--- src/rtl/eth_pkg.sv ---
// Shared types and timing constants for the 10BASE-T transmit scheduler.
// Defaults assume a 20 MHz system clock.
package eth_pkg;

    typedef enum logic [2:0] {
        ST_IDLE      = 3'd0,
        ST_START     = 3'd1,
        ST_WAIT_BUSY = 3'd2,
        ST_SEND      = 3'd3,
        ST_IFG       = 3'd4,
        ST_NLP       = 3'd5
    } state_e;

    localparam int CLK_HZ         = 20_000_000;
    localparam int BIT_RATE       = 10_000_000;
    localparam int IFG_BIT_TIMES  = 96;
    localparam int NLP_MS         = 16;
    localparam int NLP_WIDTH_NS   = 100;

    localparam int IFG_CYCLES_DEF = (CLK_HZ / BIT_RATE) * IFG_BIT_TIMES;
    localparam int NLP_PERIOD_DEF = (CLK_HZ / 1000) * NLP_MS;
    localparam int NLP_WIDTH_DEF  = (NLP_WIDTH_NS * (CLK_HZ / 1_000_000)) / 1000;
    localparam int START_TO_DEF   = 16;
    localparam int CNT_W_DEF      = 19;

    localparam int N_REQ          = 2;

endpackage

--- src/rtl/eth_tx_sched_if.sv ---
// Requester/transmitter handshake bundle between the scheduler and its environment.
interface eth_tx_sched_if;
    import eth_pkg::*;

    logic [N_REQ-1:0] req;
    logic [N_REQ-1:0] grant;
    logic             sel;
    logic             transmit;
    logic             tx_busy;
    logic             frame_done;
    logic             err_timeout;

    modport master (
        input  req,
        input  tx_busy,
        output transmit,
        output grant,
        output sel,
        output frame_done,
        output err_timeout
    );

    modport slave (
        output req,
        output tx_busy,
        input  transmit,
        input  grant,
        input  sel,
        input  frame_done,
        input  err_timeout
    );

endinterface

--- src/rtl/eth_rr_arb2.sv ---
// Two-way round-robin arbiter: combinational winner, registered last-grant pointer.
// Until the first grant after reset requester 0 is preferred.
module eth_rr_arb2
    import eth_pkg::*;
(
    input  logic             clk,
    input  logic             rst,
    input  logic [N_REQ-1:0] req,
    input  logic             upd,
    input  logic             upd_idx,
    output logic             win
);

    logic last_q;
    logic last_d;
    logic hist_q;
    logic hist_d;

    // Winner selection from the current requests and grant history
    always_comb begin
        win = 1'b0;
        case (req)
            2'b11:   win = hist_q ? ~last_q : 1'b0;
            2'b10:   win = 1'b1;
            2'b01:   win = 1'b0;
            default: win = 1'b0;
        endcase
    end

    // Pointer update when a grant is issued
    always_comb begin
        last_d = last_q;
        hist_d = hist_q;
        if (upd) begin
            last_d = upd_idx;
            hist_d = 1'b1;
        end else begin
            last_d = last_q;
            hist_d = hist_q;
        end
    end

    // Pointer registers
    always_ff @(posedge clk) begin
        if (rst) begin
            last_q <= 1'b0;
            hist_q <= 1'b0;
        end else begin
            last_q <= last_d;
            hist_q <= hist_d;
        end
    end

endmodule

--- src/rtl/eth_tx_sched.sv ---
// Transmit scheduler for eth_frame: round-robin frame start, busy tracking,
// inter-frame gap and idle-link NLP generation on one shared down-counter.
module eth_tx_sched
    import eth_pkg::*;
#(
    parameter int IFG_CYCLES    = IFG_CYCLES_DEF,
    parameter int NLP_PERIOD    = NLP_PERIOD_DEF,
    parameter int NLP_WIDTH     = NLP_WIDTH_DEF,
    parameter int START_TIMEOUT = START_TO_DEF,
    parameter int CNT_W         = CNT_W_DEF
) (
    input  logic           clk,
    input  logic           rst,
    input  logic           link_en,
    output logic           nlp,
    eth_tx_sched_if.master bus
);

    localparam longint CNT_MAX = (longint'(1) << CNT_W) - longint'(1);

    function automatic logic [CNT_W-1:0] sat_ld(input longint v);
        logic [CNT_W-1:0] r;
        if (v > CNT_MAX) begin
            r = {CNT_W{1'b1}};
        end else if (v < longint'(0)) begin
            r = {CNT_W{1'b0}};
        end else begin
            r = v[CNT_W-1:0];
        end
        return r;
    endfunction

    localparam logic [CNT_W-1:0] CNT_ZERO = {CNT_W{1'b0}};
    localparam logic [CNT_W-1:0] CNT_ONE  = {{(CNT_W-1){1'b0}}, 1'b1};
    localparam logic [CNT_W-1:0] NLP_LD   = sat_ld(longint'(NLP_PERIOD));
    localparam logic [CNT_W-1:0] NLP_W_LD = sat_ld(longint'(NLP_WIDTH) - longint'(1));
    // Registered err_timeout then lands exactly START_TIMEOUT cycles after transmit
    localparam logic [CNT_W-1:0] TO_LD    = sat_ld(longint'(START_TIMEOUT) - longint'(1));
    localparam logic [CNT_W-1:0] IFG_LD   = sat_ld(longint'(IFG_CYCLES) - longint'(1));

    if ((longint'(IFG_CYCLES) > CNT_MAX) || (longint'(NLP_PERIOD) > CNT_MAX) ||
        (longint'(START_TIMEOUT) > CNT_MAX)) begin : g_cnt_w_chk
        $error("eth_tx_sched: CNT_W too narrow for IFG_CYCLES/NLP_PERIOD/START_TIMEOUT");
    end

    state_e           state_q;
    state_e           state_d;
    logic [CNT_W-1:0] cnt_q;
    logic [CNT_W-1:0] cnt_d;
    logic             sel_q;
    logic             sel_d;
    logic             transmit_q;
    logic             transmit_d;
    logic [N_REQ-1:0] grant_q;
    logic [N_REQ-1:0] grant_d;
    logic             nlp_q;
    logic             nlp_d;
    logic             frame_done_q;
    logic             frame_done_d;
    logic             err_timeout_q;
    logic             err_timeout_d;
    logic             arb_upd;
    logic             arb_win;

    assign arb_upd = (state_q == ST_START);

    eth_rr_arb2 u_arb (
        .clk     (clk),
        .rst     (rst),
        .req     (bus.req),
        .upd     (arb_upd),
        .upd_idx (sel_q),
        .win     (arb_win)
    );

    // Next-state, shared counter and next output values
    always_comb begin
        state_d       = state_q;
        cnt_d         = cnt_q;
        sel_d         = sel_q;
        frame_done_d  = 1'b0;
        err_timeout_d = 1'b0;
        case (state_q)
            ST_IDLE: begin
                if (|bus.req) begin
                    sel_d   = arb_win;
                    state_d = ST_START;
                end else if (link_en) begin
                    if (cnt_q <= CNT_ONE) begin
                        cnt_d   = NLP_W_LD;
                        state_d = ST_NLP;
                    end else begin
                        cnt_d = cnt_q - CNT_ONE;
                    end
                end else begin
                    cnt_d = cnt_q;
                end
            end
            ST_START: begin
                cnt_d   = TO_LD;
                state_d = ST_WAIT_BUSY;
            end
            ST_WAIT_BUSY: begin
                if (bus.tx_busy) begin
                    state_d = ST_SEND;
                end else if (cnt_q <= CNT_ONE) begin
                    err_timeout_d = 1'b1;
                    cnt_d         = IFG_LD;
                    state_d       = ST_IFG;
                end else begin
                    cnt_d = cnt_q - CNT_ONE;
                end
            end
            ST_SEND: begin
                if (!bus.tx_busy) begin
                    frame_done_d = 1'b1;
                    cnt_d        = IFG_LD;
                    state_d      = ST_IFG;
                end else begin
                    state_d = ST_SEND;
                end
            end
            ST_IFG, ST_NLP: begin
                if (cnt_q == CNT_ZERO) begin
                    cnt_d   = NLP_LD;
                    state_d = ST_IDLE;
                end else begin
                    cnt_d = cnt_q - CNT_ONE;
                end
            end
            default: begin
                cnt_d   = NLP_LD;
                state_d = ST_IDLE;
            end
        endcase

        transmit_d = (state_d == ST_START);
        nlp_d      = (state_d == ST_NLP);
        if (state_d == ST_START) begin
            grant_d = sel_d ? 2'b10 : 2'b01;
        end else begin
            grant_d = {N_REQ{1'b0}};
        end
    end

    // State, counter and output registers
    always_ff @(posedge clk) begin
        if (rst) begin
            state_q       <= ST_IDLE;
            cnt_q         <= NLP_LD;
            sel_q         <= 1'b0;
            transmit_q    <= 1'b0;
            grant_q       <= {N_REQ{1'b0}};
            nlp_q         <= 1'b0;
            frame_done_q  <= 1'b0;
            err_timeout_q <= 1'b0;
        end else begin
            state_q       <= state_d;
            cnt_q         <= cnt_d;
            sel_q         <= sel_d;
            transmit_q    <= transmit_d;
            grant_q       <= grant_d;
            nlp_q         <= nlp_d;
            frame_done_q  <= frame_done_d;
            err_timeout_q <= err_timeout_d;
        end
    end

    assign bus.transmit    = transmit_q;
    assign bus.grant       = grant_q;
    assign bus.sel         = sel_q;
    assign bus.frame_done  = frame_done_q;
    assign bus.err_timeout = err_timeout_q;
    assign nlp             = nlp_q;

endmodule

--- src/flat_wrapper.sv ---
// flat-port wrapper written by rule: the top's interface ports become plain ports
module eth_tx_sched_flat import eth_pkg::*;
#(
    parameter int IFG_CYCLES    = IFG_CYCLES_DEF,
    parameter int NLP_PERIOD    = NLP_PERIOD_DEF,
    parameter int NLP_WIDTH     = NLP_WIDTH_DEF,
    parameter int START_TIMEOUT = START_TO_DEF,
    parameter int CNT_W         = CNT_W_DEF
)
  (clk, rst, link_en, nlp, bus_req, bus_tx_busy, bus_transmit, bus_grant, bus_sel, bus_frame_done, bus_err_timeout);
  eth_tx_sched_if bus_i ();
  input  logic clk;
  input  logic rst;
  input  logic link_en;
  output logic nlp;
  input wire logic [$bits(bus_i.req)-1:0] bus_req;
  input wire logic [$bits(bus_i.tx_busy)-1:0] bus_tx_busy;
  output wire logic [$bits(bus_i.transmit)-1:0] bus_transmit;
  output wire logic [$bits(bus_i.grant)-1:0] bus_grant;
  output wire logic [$bits(bus_i.sel)-1:0] bus_sel;
  output wire logic [$bits(bus_i.frame_done)-1:0] bus_frame_done;
  output wire logic [$bits(bus_i.err_timeout)-1:0] bus_err_timeout;
  assign bus_i.req = bus_req;
  assign bus_i.tx_busy = bus_tx_busy;
  assign bus_transmit = bus_i.transmit;
  assign bus_grant = bus_i.grant;
  assign bus_sel = bus_i.sel;
  assign bus_frame_done = bus_i.frame_done;
  assign bus_err_timeout = bus_i.err_timeout;
  eth_tx_sched #(.IFG_CYCLES(IFG_CYCLES), .NLP_PERIOD(NLP_PERIOD), .NLP_WIDTH(NLP_WIDTH), .START_TIMEOUT(START_TIMEOUT), .CNT_W(CNT_W)) u_core (.clk(clk), .rst(rst), .link_en(link_en), .nlp(nlp), .bus(bus_i));
endmodule
--- config.mk ---
export PLATFORM = sky130hd
export DESIGN_NAME = eth_tx_sched_flat
export DESIGN_NICKNAME = d
export VERILOG_FILES = /design/src/rtl/eth_pkg.sv /design/src/rtl/eth_tx_sched_if.sv /design/src/rtl/eth_rr_arb2.sv /design/src/rtl/eth_tx_sched.sv /design/src/flat_wrapper.sv
export SDC_FILE = /design/constraint.sdc
export NUM_CORES = 1
export LEC_CHECK = 0
export BUFFER_PORTS_ARGS = -buffer_cell sky130_fd_sc_hd__buf_2
export CORE_MARGIN = 2
export CORE_UTILIZATION = 59
export CTS_CLUSTER_DIAMETER = 80
export CTS_CLUSTER_SIZE = 14
export DETAILED_ROUTE_END_ITERATION = 8
export HOLD_SLACK_MARGIN = 0.06
export PLACE_DENSITY_LB_ADDON = 0.1
export REMOVE_ABC_BUFFERS = 1
export SYNTH_ARGS = -nofsm -noshare
export SYNTH_HDL_FRONTEND = slang
export SYNTH_SLANG_ARGS = --single-unit
--- constraint.sdc ---
create_clock -name clk -period 2.9 [get_ports clk]
set_clock_uncertainty 0.15 [all_clocks]
set_input_delay 0.58 -clock clk [delete_from_list [all_inputs] [get_ports clk]]
set_output_delay 0.58 -clock clk [all_outputs]
set_load 0.01 [all_outputs]
### Word level (Yosys, flattened, before mapping)

Index checks and enable logic that the tools add are counted.

* output and inout bits: 7
* word-level logic and storage cells: 60
* bits in registers: 31
* input bits: 6

* reductions and logical operators: 8
* $add $sub $neg: 1
* $lt $le $gt $ge: 1
* eq/ne operators: 13
* multiplexer cells: 23
* bitwise operators: 4

Operators with widths (number)
* $mux W19: 7
* $pmux W19 S5: 1
* $mux W3: 7
* $le A19 B1 Y1 const B: 1
* $logic_not A19 Y1: 1
* $sub A19 B1 Y19 const B: 1
* $pmux W3 S5: 1
* $eq A3 B3 Y1 const B: 3
* $ne A2 B2 Y1 const B: 4
* $reduce_or A2 Y1: 4
* $eq A3 B1 Y1 const B: 2
* $eq A3 B2 Y1 const B: 2
* $mux W1: 5
* $eq A2 B2 Y1 const B: 2
* $not A1 Y1: 4
* $reduce_and A4 Y1: 1
* $logic_not A3 Y1: 1
* $reduce_or A3 Y1: 1
* $mux W2: 1
* $pmux W1 S2: 1

### Longest topological paths before layout

Gate-level depths: netlist of the first run.

* depth after elaboration: 8
* gate-level depth with buffers: 8
* depth with buffers taken out: 8

### Modules after synthesis

A second synthesis of the first run with hierarchy kept.

* cell total of the unflattened synthesis: 205
* area, all modules: 1740.4 um2

By module, submodules not included
* eth_tx_sched: sequential area each 580.6 um2, area each 1665.3 um2, cells each 197, times used 1
* eth_rr_arb2: sequential area each 40.0 um2, area each 75.1 um2, cells each 8, times used 1

### Worst setup path after synthesis of the first run

OpenSTA, ideal clock, no wires.

* path kind: reg-to-reg
* start point: reg u_core.cnt_q[14]
* end point: reg u_core.cnt_q[3]
* slack: 0.493 ns
* data required time: 2.630 ns
* library setup time: 0.120 ns
* path buffers: 1
* stages on the path, launching flop included: 8
* period minus slack after synthesis: 2.407 ns
* arrival: 2.138 ns
* cells stage by stage: dfxtp_1 -> or4_4 -> or3b_1 -> buf_6 -> o31ai_4 -> nand2_2 -> nor3b_1 -> a211o_1

* word-level cells in the longest chain between the ends: 5
* elaborated cells between the ends (all ways): 9
* those cells by class: 1 x order compare; 7 x mux; 1 x reduce/logical

Ends and longest elaborated chain
* start: declaration: RTL line eth_tx_sched.sv:48 `logic [CNT_W-1:0] cnt_q;`
* start signal: assignment: RTL line eth_tx_sched.sv:159 `cnt_q <= cnt_d;`
* $le A19 B1 Y1: RTL line eth_tx_sched.sv:89, eth_tx_sched.sv:106
* $mux W19: RTL line eth_tx_sched.sv:89 `if (cnt_q <= CNT_ONE) begin`
* $mux W19: RTL line eth_tx_sched.sv:88 `end else if (link_en) begin`
* $mux W19: RTL line eth_tx_sched.sv:85 `if (|bus.req) begin`
* $pmux W19 S5 (*): RTL line eth_tx_sched.sv:83 `case (state_q)`

Mark *: on every way between the ends. The rest lies on a longest branch, timed or not. The select of a mux whose other input is x is not followed.
A chain may end at the register's enable or synchronous reset.

### Final worst setup path of the first run

Same ends and word-level chain as after synthesis.

==> impl_results.md, run 1 <==
* Dominant synthesized flop cell: dfxtp_1
* Class of the worst hold path: reg2reg
* Seq pwr share at 41.0%
* RePlAce Congestion at 0.936
* Post-synth top area cell: dfxtp_1
* Count leader, synth: dfxtp_1
* Port Buffers at 12
* Clk pwr share at 17.0%
* Commonest cells post-synth: dfxtp_1, nor2_1, a21oi_1, nand2_1, nand3_1
* Routed WL per cell at 16.1 µm
* Slew Limit Fails at 0
* Hold_buf cts at 0
* Crit path DAT at 2.73 ns
* DRC at 0
* Detail Route Antenna Nets at 0
* MaxCap Viol Count at 0
* Distinct cells, synth at 58
* Initial Util at 60.3%
* Crit. End Element: flop
* Longest Clk Path Bufs at 2
* Post_cts resized at 0
* Antenna violations before repair at 0
* First drt pass iteration count at 4
* Max VDD drop at 557 µV
* Clock Sinks at 31
* Layout cells sized above 1 at 20.1%
* Fmax at 377 MHz
* Area grow syn2layout at 8.65%
* Vias in the first global route at 1,577
* Net Sw Frac at 41.6%
* Number of post-CTS setup repair buffers at 0
* Worst Tran Pin Value at 0.560 ns
* CTS Buf Count at 5
* Yosys top cell area share at 34.6%
* Sequential share of the synthesized area at 34.6%
* Grt total ovfl at 0
* Yosys reg bits at 31
* Worst Path Max Fanout at 7
* Nets@finish at 242
* Synthesized area per cell at 8.50 µm²
* Vias per cell at 6.36
* Vias at 1,698
* Rows at 20
* Setup_tns at 0 ns
* Post-synth EDFFs at 0
* Req. time, crit path at 2.98 ns
* I/O pin count at 13
* DP Wirelength at 3110 µm
* Crit path kind: reg2reg
* Die height at 59.1 µm
* Number of flip-flops in the largest register at 19
* Drt total wl at 4290 µm
* Area occupied by multi-input gates at 1060 µm²
* Hold slack at 0.327 ns
* Cells after Synth at 211
* Status: finished clean
* Leak at 0.752 nW
* Die W at 59.1 µm
* Core Region at 2980 µm²
* Internal power at 0.000837 W
* FF/Latch Area at 621 µm²
* Ys async rst share at 0%
* Nature of the critical path startpoint: flop
* Clock root cell: clkbuf_4
* Die footprint at 3500 µm²
* Largest net degree at the start of global routing at 13
* CTS tree: built
* Layout fillers at 277
* Top reg by flops: u_core.cnt_q
* Ys Warns at 0
* Gate power share at 42.0%
* H-tree levels at 2
* ANT cells at 0
* Worst skew pair latency at 0.35 ns
* Clk slew on worst S/H paths at 0.10 ns
* Top cells by area, synth: dfxtp_1, nor2_1, a21oi_1, nand3_1, o21ai_0
* Drt first-iter violations at 153
* Final setup vio count at 0
* Design Power at 0.00143 W
* Crit share post-route at 91.4%
* Synthesized area at 1790 µm²
* Minimum clock period at 2.65 ns
* Slew HR at 62.1%
* RSZ-0062 raised after global routing: no
* Sw Pwr at 0.000596 W
* Cell Pwr Density at 735 nW/µm²
* Hold Vio Cnt, Final at 0
* First-pass GRT wire length at 7110 µm
* All-Layer GR Usage at 27.1%
==> layout make-up <==
class                           count  share of cell area [%]
Clock buffer                        7                    2.31
Multi-Input combinational cell    163                    54.4
Clock inverter                      1                   0.257
Timing Repair Buffer               23                    7.32
Sequential cell                    31                    31.8
Inverter                            9                    1.73
Tap cell                           33                    2.12
==> critical path, cell delays in order, from the launching register on <==
cell and delay (ns):
dfxtp_1 0.37, or4_4 0.56, or3b_1 0.54, o211ai_2 0.33
nand2_2 0.15, nor3b_1 0.17, a211o_1 0.26
==> layout by cell type, fill, tap and decap left out, types with 2 or more instances in the layout <==
master    instances
nand3_1          11
nor3_1            6
buf_4            11
o211ai_1          2
or4_1             2
nand2b_1          3
a31oi_1           3
inv_1             9
nor3b_1           2
and4_1            2
nor2_1           30
xnor2_1           3
o31ai_1           3
clkbuf_1          2
a21oi_1          11
or2_2             2
nand3b_1          3
xor2_1            5
o21ai_0          10
buf_2            12
a21o_1            2
dfxtp_1          31
nand4_1           6
a22oi_1           2
a31o_2            2
o31a_1            2
nand2_1          11
a32oi_1           2
nor2b_1           3
a211o_1           2
ha_1              3
nor4_1            5
clkbuf_4          5
==> power by group through the flow <==
stage	registers [W]	clock network, W	logic, W
after floorplan	0.000579	0	0.000398
after CTS	0.000586	0.000246	0.000593
after detailed placement	0.000595	0	0.000587
final	0.000588	0.000244	0.000601
after global routing	0.000599	0.000266	0.000657
after global placement	0.000591	0	0.000571
==> metrics by stage <==
stage          setup slack, ns  utilization, %  area (µm²)  cells
2_1_floorplan            0.443               -        1720    203
3_3_place_gp             0.371            63.8        1900    259
3_5_place_dp             0.320            63.8        1900    259
4_1_cts                  0.283            65.5        1950    267
5_1_grt                  0.142            65.5        1950    267
6_report                 0.251            65.5        1950    267
==> cells by family (layout without fill, tap and decap cells) <==
family	count (synthesis)	in the layout	share of synthesized area, %
compound gates	53	53	22.0
xor+xnor	8	8	3.91
fa+ha+maj	3	3	2.09
buf+inv	17	40	6.28
flops	31	31	34.6
simple gates	99	99	31.2
==> routing by layer <==
layer	routed length [µm]	vias up	GRT usage [%]
li1	-	831	-
met1	1960	806	33.3
met2	2010	50	44.3
met3	204	11	6.55
met4	118	0	13.0
met5	0	-	0
==> worst paths after layout <==
kind / cells after the start / slack [ns] / from / endpoint
setup / recovery: 6 / 0.25 / u_core.cnt_q[14] / u_core.cnt_q[3]
hold / removal: 2 / 0.33 / u_core.u_arb.hist_q / u_core.u_arb.hist_q
setup reg to reg: 6 / 0.25 / u_core.cnt_q[14] / u_core.cnt_q[3]
hold reg to reg: 2 / 0.33 / u_core.u_arb.hist_q / u_core.u_arb.hist_q
(Power assumes the default switching activity.)
==> run 2: changes to the inputs <==
--- a/config.mk
+++ b/config.mk
@@ -6,8 +6,10 @@
 export NUM_CORES = 1
 export LEC_CHECK = 0
 export BUFFER_PORTS_ARGS = -buffer_cell sky130_fd_sc_hd__buf_2
+export CELL_PAD_IN_SITES_DETAIL_PLACEMENT = 0
+export CELL_PAD_IN_SITES_GLOBAL_PLACEMENT = 1
 export CORE_MARGIN = 2
-export CORE_UTILIZATION = 59
+export CORE_UTILIZATION = 45
 export CTS_CLUSTER_DIAMETER = 80
 export CTS_CLUSTER_SIZE = 14
 export DETAILED_ROUTE_END_ITERATION = 8
@@ -16,4 +18,5 @@
 export REMOVE_ABC_BUFFERS = 1
 export SYNTH_ARGS = -nofsm -noshare
 export SYNTH_HDL_FRONTEND = slang
+export SYNTH_HIERARCHICAL = 1
 export SYNTH_SLANG_ARGS = --single-unit
==> run 2 against run 1 <==
  * Utilization shrank 13 points
  * Synthesized cell count shrank 2.8%
  * Total power grew 6.5%
  * Sequential power shrank 2%
  * Global-route usage shrank 4.7 points
  * Wire length grew 3.2%
  * Maximum frequency shrank 1.4%
  * Flip-flop and latch count is the same
  * Clock-buffer cell count grew 1
  * Critical path depth is the same
  * Highest routed layer unchanged
==> impl_results.md, run 2 <==
* Status: finished clean
* Dpl cell area at 1850 µm²
* Vias per cell at 5.80
* Core Region at 3690 µm²
* H-tree levels at 2
* Drt first-iter violations at 99
* ANT cells at 0
* Vias in the first global route at 1,472
* Die height at 66.2 µm
* Max VDD drop at 532 µV
* Hold_buf cts at 0
* Slew HR at 56.1%
* MaxCap Viol Count at 0
* Worst Path Max Fanout at 6
* RePlAce Congestion at 0.827
* Synthesized area per cell at 8.49 µm²
* I/O pin count at 13
* Design Power at 0.00153 W
* Post-synth top area cell: dfxtp_1
* Ys Warns at 6
* Commonest cells post-synth: nor2_1, dfxtp_1, nand2_1
* Die W at 66.2 µm
* RSZ-0062 raised after global routing: no
* Top cells by area, synth: dfxtp_1, nor2_1, xnor2_1, nand2_1, a21oi_1
* Sequential share of the synthesized area at 35.7%
* Crit-path cells: or4_4 -> or4_4 -> o311ai_0 -> o21ai_0 -> nand2_1 -> nand3_1
* Yosys top cell area share at 35.7%
* Nature of the critical path startpoint: flop
* Rows at 22
* Top delay family on crit path: simple AND/OR/NAND/NOR gates
* Fmax at 372 MHz
* Grt total ovfl at 0
* First drt pass iteration count at 4
* Die footprint at 4380 µm²
* Yosys reg bits at 31
* Nets@finish at 233
* Hold Vio Cnt, Final at 0
* Slew Limit Fails at 0
* Dominant synthesized flop cell: dfxtp_1
* Cells after Synth at 205
* Detail Route Antenna Nets at 0
* Vias at 1,588
* Count leader, synth: nor2_1
* Initial Util at 47.2%
* Post-Layout Cell Count at 274
* Clock Sinks at 31
* Routed WL per cell at 16.2 µm
* Drt total wl at 4430 µm
* Cell Pwr Density at 782 nW/µm²
* Final core occ at 53.0%
* Post-synth EDFFs at 0
* R2R Path Start: u_core/cnt_q[14]
* Synthesized area at 1740 µm²
* CP most frequent cell: or4_4
* Critical-path top delay cell: or4_4
* Final setup vio count at 0
* Setup_tns at 0 ns
* Post_cts resized at 0
* Port Buffers at 12
* Beginning of the worst hold path: u_core/cnt_q[7]
* Minimum clock period at 2.69 ns
* Commonest non-fill, non-tap cell in the layout: nor2_1
* Crit. End Element: flop
* Clk slew on worst S/H paths at 0.06 ns
* Class of the worst hold path: reg2reg
* DP Wirelength at 3230 µm
* CP Launch Point: u_core/cnt_q[14]
* Crit path kind: reg2reg
* Area grow syn2layout at 12.2%
* Largest net degree at the start of global routing at 18
* Worst skew pair latency at 0.28 ns
* Ys async rst share at 0%
* Antenna violations before repair at 0
* Worst Tran Pin Value at 0.650 ns
* Number of flip-flops in the largest register at 19
* Clock root cell: clkbuf_8
* Crit path DAT at 2.70 ns
* Number of post-CTS setup repair buffers at 0
* Crit share post-route at 92.6%
* Distinct cells, synth at 58
* All-Layer GR Usage at 22.3%
* Placed insts at 266
* Longest Clk Path Bufs at 2
* CTS tree: built
* CTS Buf Count at 5
* Final instance area at 1950 µm²
* CP bufs+invs at 0
* Layout cells sized above 1 at 19.9%
* First-pass GRT wire length at 7190 µm
* Leak at 0.725 nW
* Most frequent cells in the layout: nor2_1, dfxtp_1, nand2_1, buf_2
* Slowest stage delay, CP at 0.58 ns
* DRC at 0
* Req. time, crit path at 2.91 ns
* Top reg by flops: u_core/cnt_q
-- run 2: changes by cell type after synthesis, sizes merged, moves of 4 or more --
cell   before  now
nand2      12   18
nand3      12    5
nand4       7    1
xor2        5    1
xnor2       3    9
-- run 2: kinds of logic after synthesis --
logic type                 synth area share, %
DFF                                       35.7
muxes                                     1.15
xor gates and xnor gates                  5.03
buffers and inverters                     4.96
AOI/OAI and AO/OA                         25.4
adders and majority gates                 1.44
and+or+nand+nor                           26.4
-- run 2: per-layer routing --
layer,wire length [µm],share of wire (%),GRT usage (%),vias up
met4,37,0.84,8.93,0
met3,168,3.8,6.30,4
met1,2240,50,29.9,758
li1,-,-,-,790
met5,0,0,0,-
met2,1990,45,33.8,36
-- run 2: area by class of cell --
type                            instances  area (µm²)
Fill cell                             378        1740
Multi-Input combinational cell        161        1030
Sequential cell                        31         621
Timing Repair Buffer                   19         113
Clock buffer                            8         100
Tap cell                               48        60.1
Inverter                                7        26.3
-- run 2: through the flow --
| stage | hold WS (ns) | worst slack [ns] |
|---|---|---|
| 6_report | 0.322 | 0.214 |
| 4_1_cts | 0.321 | 0.239 |
| 2_1_floorplan | 0.285 | 0.516 |
| 3_3_place_gp | 0.298 | 0.337 |
| 5_1_grt | 0.346 | 0.0673 |
| 3_5_place_dp | 0.312 | 0.246 |
-- run 2: path summary, 6_finish.rpt --
| check | depth (start not counted) | endpoint | slack [ns] |
|---|---|---|---|
| max | 6 | u_core/cnt_q[18] | 0.21 |
| max reg2reg | 6 | u_core/cnt_q[18] | 0.21 |
| min reg2reg | 2 | u_core/cnt_q[7] | 0.32 |
| min | 2 | u_core/cnt_q[7] | 0.32 |
-- run 2: worst reg2reg max path, stage by stage, from the launching register on --
cell	delay, ns
dfxtp_1	0.35
or4_4	0.56
or4_4	0.58
o311ai_0	0.59
o21ai_0	0.19
nand2_1	0.09
nand3_1	0.07
-- run 2: report_power, final --
part | switching (W) | internal (W) | total (W) | leakage [nW]
logic | 0.000321 | 0.000249 | 0.000570 | 0.420
registers | 0.0000824 | 0.000494 | 0.000576 | 0.253
clock network | 0.000164 | 0.000217 | 0.000380 | 0.0515
==> run 3: changes to the inputs <==
--- a/config.mk
+++ b/config.mk
@@ -5,11 +5,12 @@
 export SDC_FILE = /design/constraint.sdc
 export NUM_CORES = 1
 export LEC_CHECK = 0
+export ABC_AREA = 1
 export BUFFER_PORTS_ARGS = -buffer_cell sky130_fd_sc_hd__buf_2
 export CELL_PAD_IN_SITES_DETAIL_PLACEMENT = 0
 export CELL_PAD_IN_SITES_GLOBAL_PLACEMENT = 1
 export CORE_MARGIN = 2
-export CORE_UTILIZATION = 45
+export CORE_UTILIZATION = 43
 export CTS_CLUSTER_DIAMETER = 80
 export CTS_CLUSTER_SIZE = 14
 export DETAILED_ROUTE_END_ITERATION = 8
==> run 3 against run 2 <==
  * Flip-flop and latch count unchanged
  * Final cell count up 24%
  * Utilization fell by 4.7 points
  * Non-clock buffer count fell by 7
  * Sequential share of layout area decreased by 1.8 points
  * Critical path depth rose by 5
  * First-iteration DRC count grew 13%
  * Highest routed layer unchanged
  * Sequential power increased by 4.0%
==> impl_results.md, run 3 <==
* Die W at 70.3 µm
* Fmax at 504 MHz
* Sequential share of the synthesized area at 32.8%
* Drt total wl at 4180 µm
* Final instance area at 2070 µm²
* MaxCap Viol Count at 0
* Net Sw Frac at 44.7%
* Worst skew pair latency at 0.28 ns
* Worst Path Max Fanout at 6
* Largest net degree at the start of global routing at 24
* Ys async rst share at 0%
* Gate power share at 47.5%
* RSZ-0062 raised after global routing: no
* Post-Layout Cell Count at 341
* Pre-CTS setup slack at 0.776 ns
* Dpl cell area at 1990 µm²
* Class of the worst hold path: reg2reg
* Antenna violations before repair at 0
* Clk slew on worst S/H paths at 0.06 ns
* Commonest non-fill, non-tap cell in the layout: nand2_1
* Post_cts resized at 0
* CP most frequent cell: nand2_1
* Die footprint at 4940 µm²
* Yosys reg bits at 31
* Grt total ovfl at 0
* Crit share post-route at 68.4%
* Req. time, crit path at 2.90 ns
* Nature of the critical path startpoint: flop
* Commonest cells post-synth: nand2_1, nor2_1, dfxtp_1
* Hold_buf cts at 0
* Nets@finish at 296
* Post-synth EDFFs at 0
* Cells after Synth at 273
* Leak at 0.936 nW
* PnR worst setup slack at 0.916 ns
* Number of post-CTS setup repair buffers at 0
* Seq pwr share at 34.2%
* Most frequent cells in the layout: nand2_1, nor2_1, dfxtp_1, inv_1, a21oi_1
* RePlAce Congestion at 0.829
* Number of flip-flops in the largest register at 19
* Routed WL per cell at 12.3 µm
* Reg2reg end: u_core/cnt_q[3]
* Final core occ at 48.2%
* Vias at 1,709
* Crit. End Element: flop
* Worst hold stages at 2
* Placed insts at 333
* Status: finished clean
* Vias in the first global route at 1,638
* Detail Route Antenna Nets at 0
* Sw Pwr at 0.000783 W
* Minimum clock period at 1.98 ns
* Clock root cell: clkbuf_8
* Final setup vio count at 0
* Cell Pwr Density at 846 nW/µm²
* Internal power at 0.000968 W
* First-pass GRT wire length at 7510 µm
* Hold Vio Cnt, Final at 0
* Distinct cells, synth at 38
* Longest Clk Path Bufs at 2
* Die height at 70.3 µm
* Critical-path top delay cell: dfxtp_1
* All-Layer GR Usage at 19.1%
* FF/Latch Area at 621 µm²
* Core Region at 4290 µm²
* Vias per cell at 5.01
* Top cells by area, synth: dfxtp_1, nand2_1, nor2_1, inv_1, a21oi_1
* ANT cells at 0
* H-tree levels at 2
* CTS Buf Count at 5
* Slew HR at 52.6%
* First drt pass iteration count at 4
* Hold endpoint: u_core/u_arb/hist_q
* Ys Warns at 6
* Dominant synthesized flop cell: dfxtp_1
* Synthesized area at 1890 µm²
* Layout cells sized above 1 at 18.7%
* Clock Sinks at 31
* Yosys top cell area share at 32.8%
* Crit path DAT at 1.98 ns
* R2R Path Start: u_core/cnt_q[0]
* Area grow syn2layout at 9.53%
* Worst Reg2Reg Path Length in Cells at 11
* Crit path kind: reg2reg
* CTS tree: built
* Clk pwr share at 18.3%
* Drt first-iter violations at 112
* Post-synth top area cell: dfxtp_1
* Slowest stage delay, CP at 0.32 ns
* Area occupied by multi-input gates at 1110 µm²
* Beginning of the worst hold path: u_core/u_arb/hist_q
* Crit-path cells: inv_1 -> ha_1 -> nand2_2 -> nor2_2 -> nand3_1 -> nand3_2 -> nand3_2 -> nand2_1 -> nand2_1 -> nand2_1 -> a21oi_1
* Synthesized area per cell at 6.93 µm²
* R2r setup slk at 0.92 ns
* Port Buffers at 12
* Worst Tran Pin Value at 0.705 ns
* DRC at 0
* Top reg by flops: u_core/cnt_q
* DP Wirelength at 3190 µm
* I/O pin count at 13
* Layout fillers at 466
* Slew Limit Fails at 0
* Count leader, synth: nand2_1
* Rows at 24
* Setup_tns at 0 ns
* Initial Util at 44.0%
* Max VDD drop at 310 µV
-- run 3: layout make-up --
type | instances | area share, %
clock buffers | 7 | 3.69
clock inverters | 1 | 0.242
multi-input cells | 205 | 53.7
repair buffers | 12 | 2.90
inverters | 33 | 6.34
flip-flops and latches | 31 | 30.0
well taps | 52 | 3.14
-- run 3: kinds of logic (layout without fill, tap and decap cells) --
logic type	after synthesis	count (layout)	synth area share [%]
AO/OA/AOI/OAI	34	34	10.3
XOR/XNOR	8	8	3.71
adder cells (fa/ha/maj)	2	2	1.32
buffers and inverters	37	53	8.34
flip-flops	31	31	32.8
multiplexers	1	1	0.529
AND/OR/NAND/NOR	160	160	43.0
-- run 3: worst max path at each step --
stage / startpoint / to / slack, ns / cells after the start
detailed placement: bus_req[1] / u_core/cnt_q[6] / 0.78 / 11
finish: u_core/cnt_q[0] / u_core/cnt_q[3] / 0.92 / 11
global placement: bus_req[1] / u_core/cnt_q[6] / 0.81 / 11
floorplan: bus_req[1] / u_core/cnt_q[6] / 1.02 / 9
global route: u_core/cnt_q[0] / u_core/cnt_q[1] / 0.69 / 11
CTS: u_core/cnt_q[0] / u_core/cnt_q[3] / 0.92 / 11
-- run 3: per-layer routing --
layer	wire (µm)	vias up	global-route usage (%)	share of wire, %
met5	0	-	0	0
met4	66	0	7.91	1.6
met3	123	6	4.18	2.9
met2	1950	27	30.2	47
met1	2040	778	25.1	49
li1	-	898	-	-
-- run 3: critical path, delay by kind of cell, from the launching register on --
family	cells	cell delay (ns)
adder cells (fa/ha/maj)	1	0.24
AO/OA/AOI/OAI	1	0.05
flip-flops	1	0.32
AND/OR/NAND/NOR	8	0.96
buffers and inverters	1	0.13
-- run 3: power groups by stage --
| stage | Combinational (W) | Clock [W] | Sequential [W] |
|---|---|---|---|
| 2_1_floorplan | 0.000683 | 0 | 0.000592 |
| 3_3_place_gp | 0.000845 | 0 | 0.000608 |
| 3_5_place_dp | 0.000831 | 0 | 0.000607 |
| 4_1_cts | 0.000837 | 0.000335 | 0.000598 |
| 5_1_grt | 0.000961 | 0.000360 | 0.000612 |
| 6_report | 0.000832 | 0.000321 | 0.000599 |
-- run 3: per-stage QoR --
stage | total power, W | hold WS [ns]
CTS | 0.00177 | 0.318
detailed placement | 0.00144 | 0.303
global route | 0.00193 | 0.334
finish | 0.00175 | 0.316
floorplan | 0.00128 | 0.284
global placement | 0.00145 | 0.298
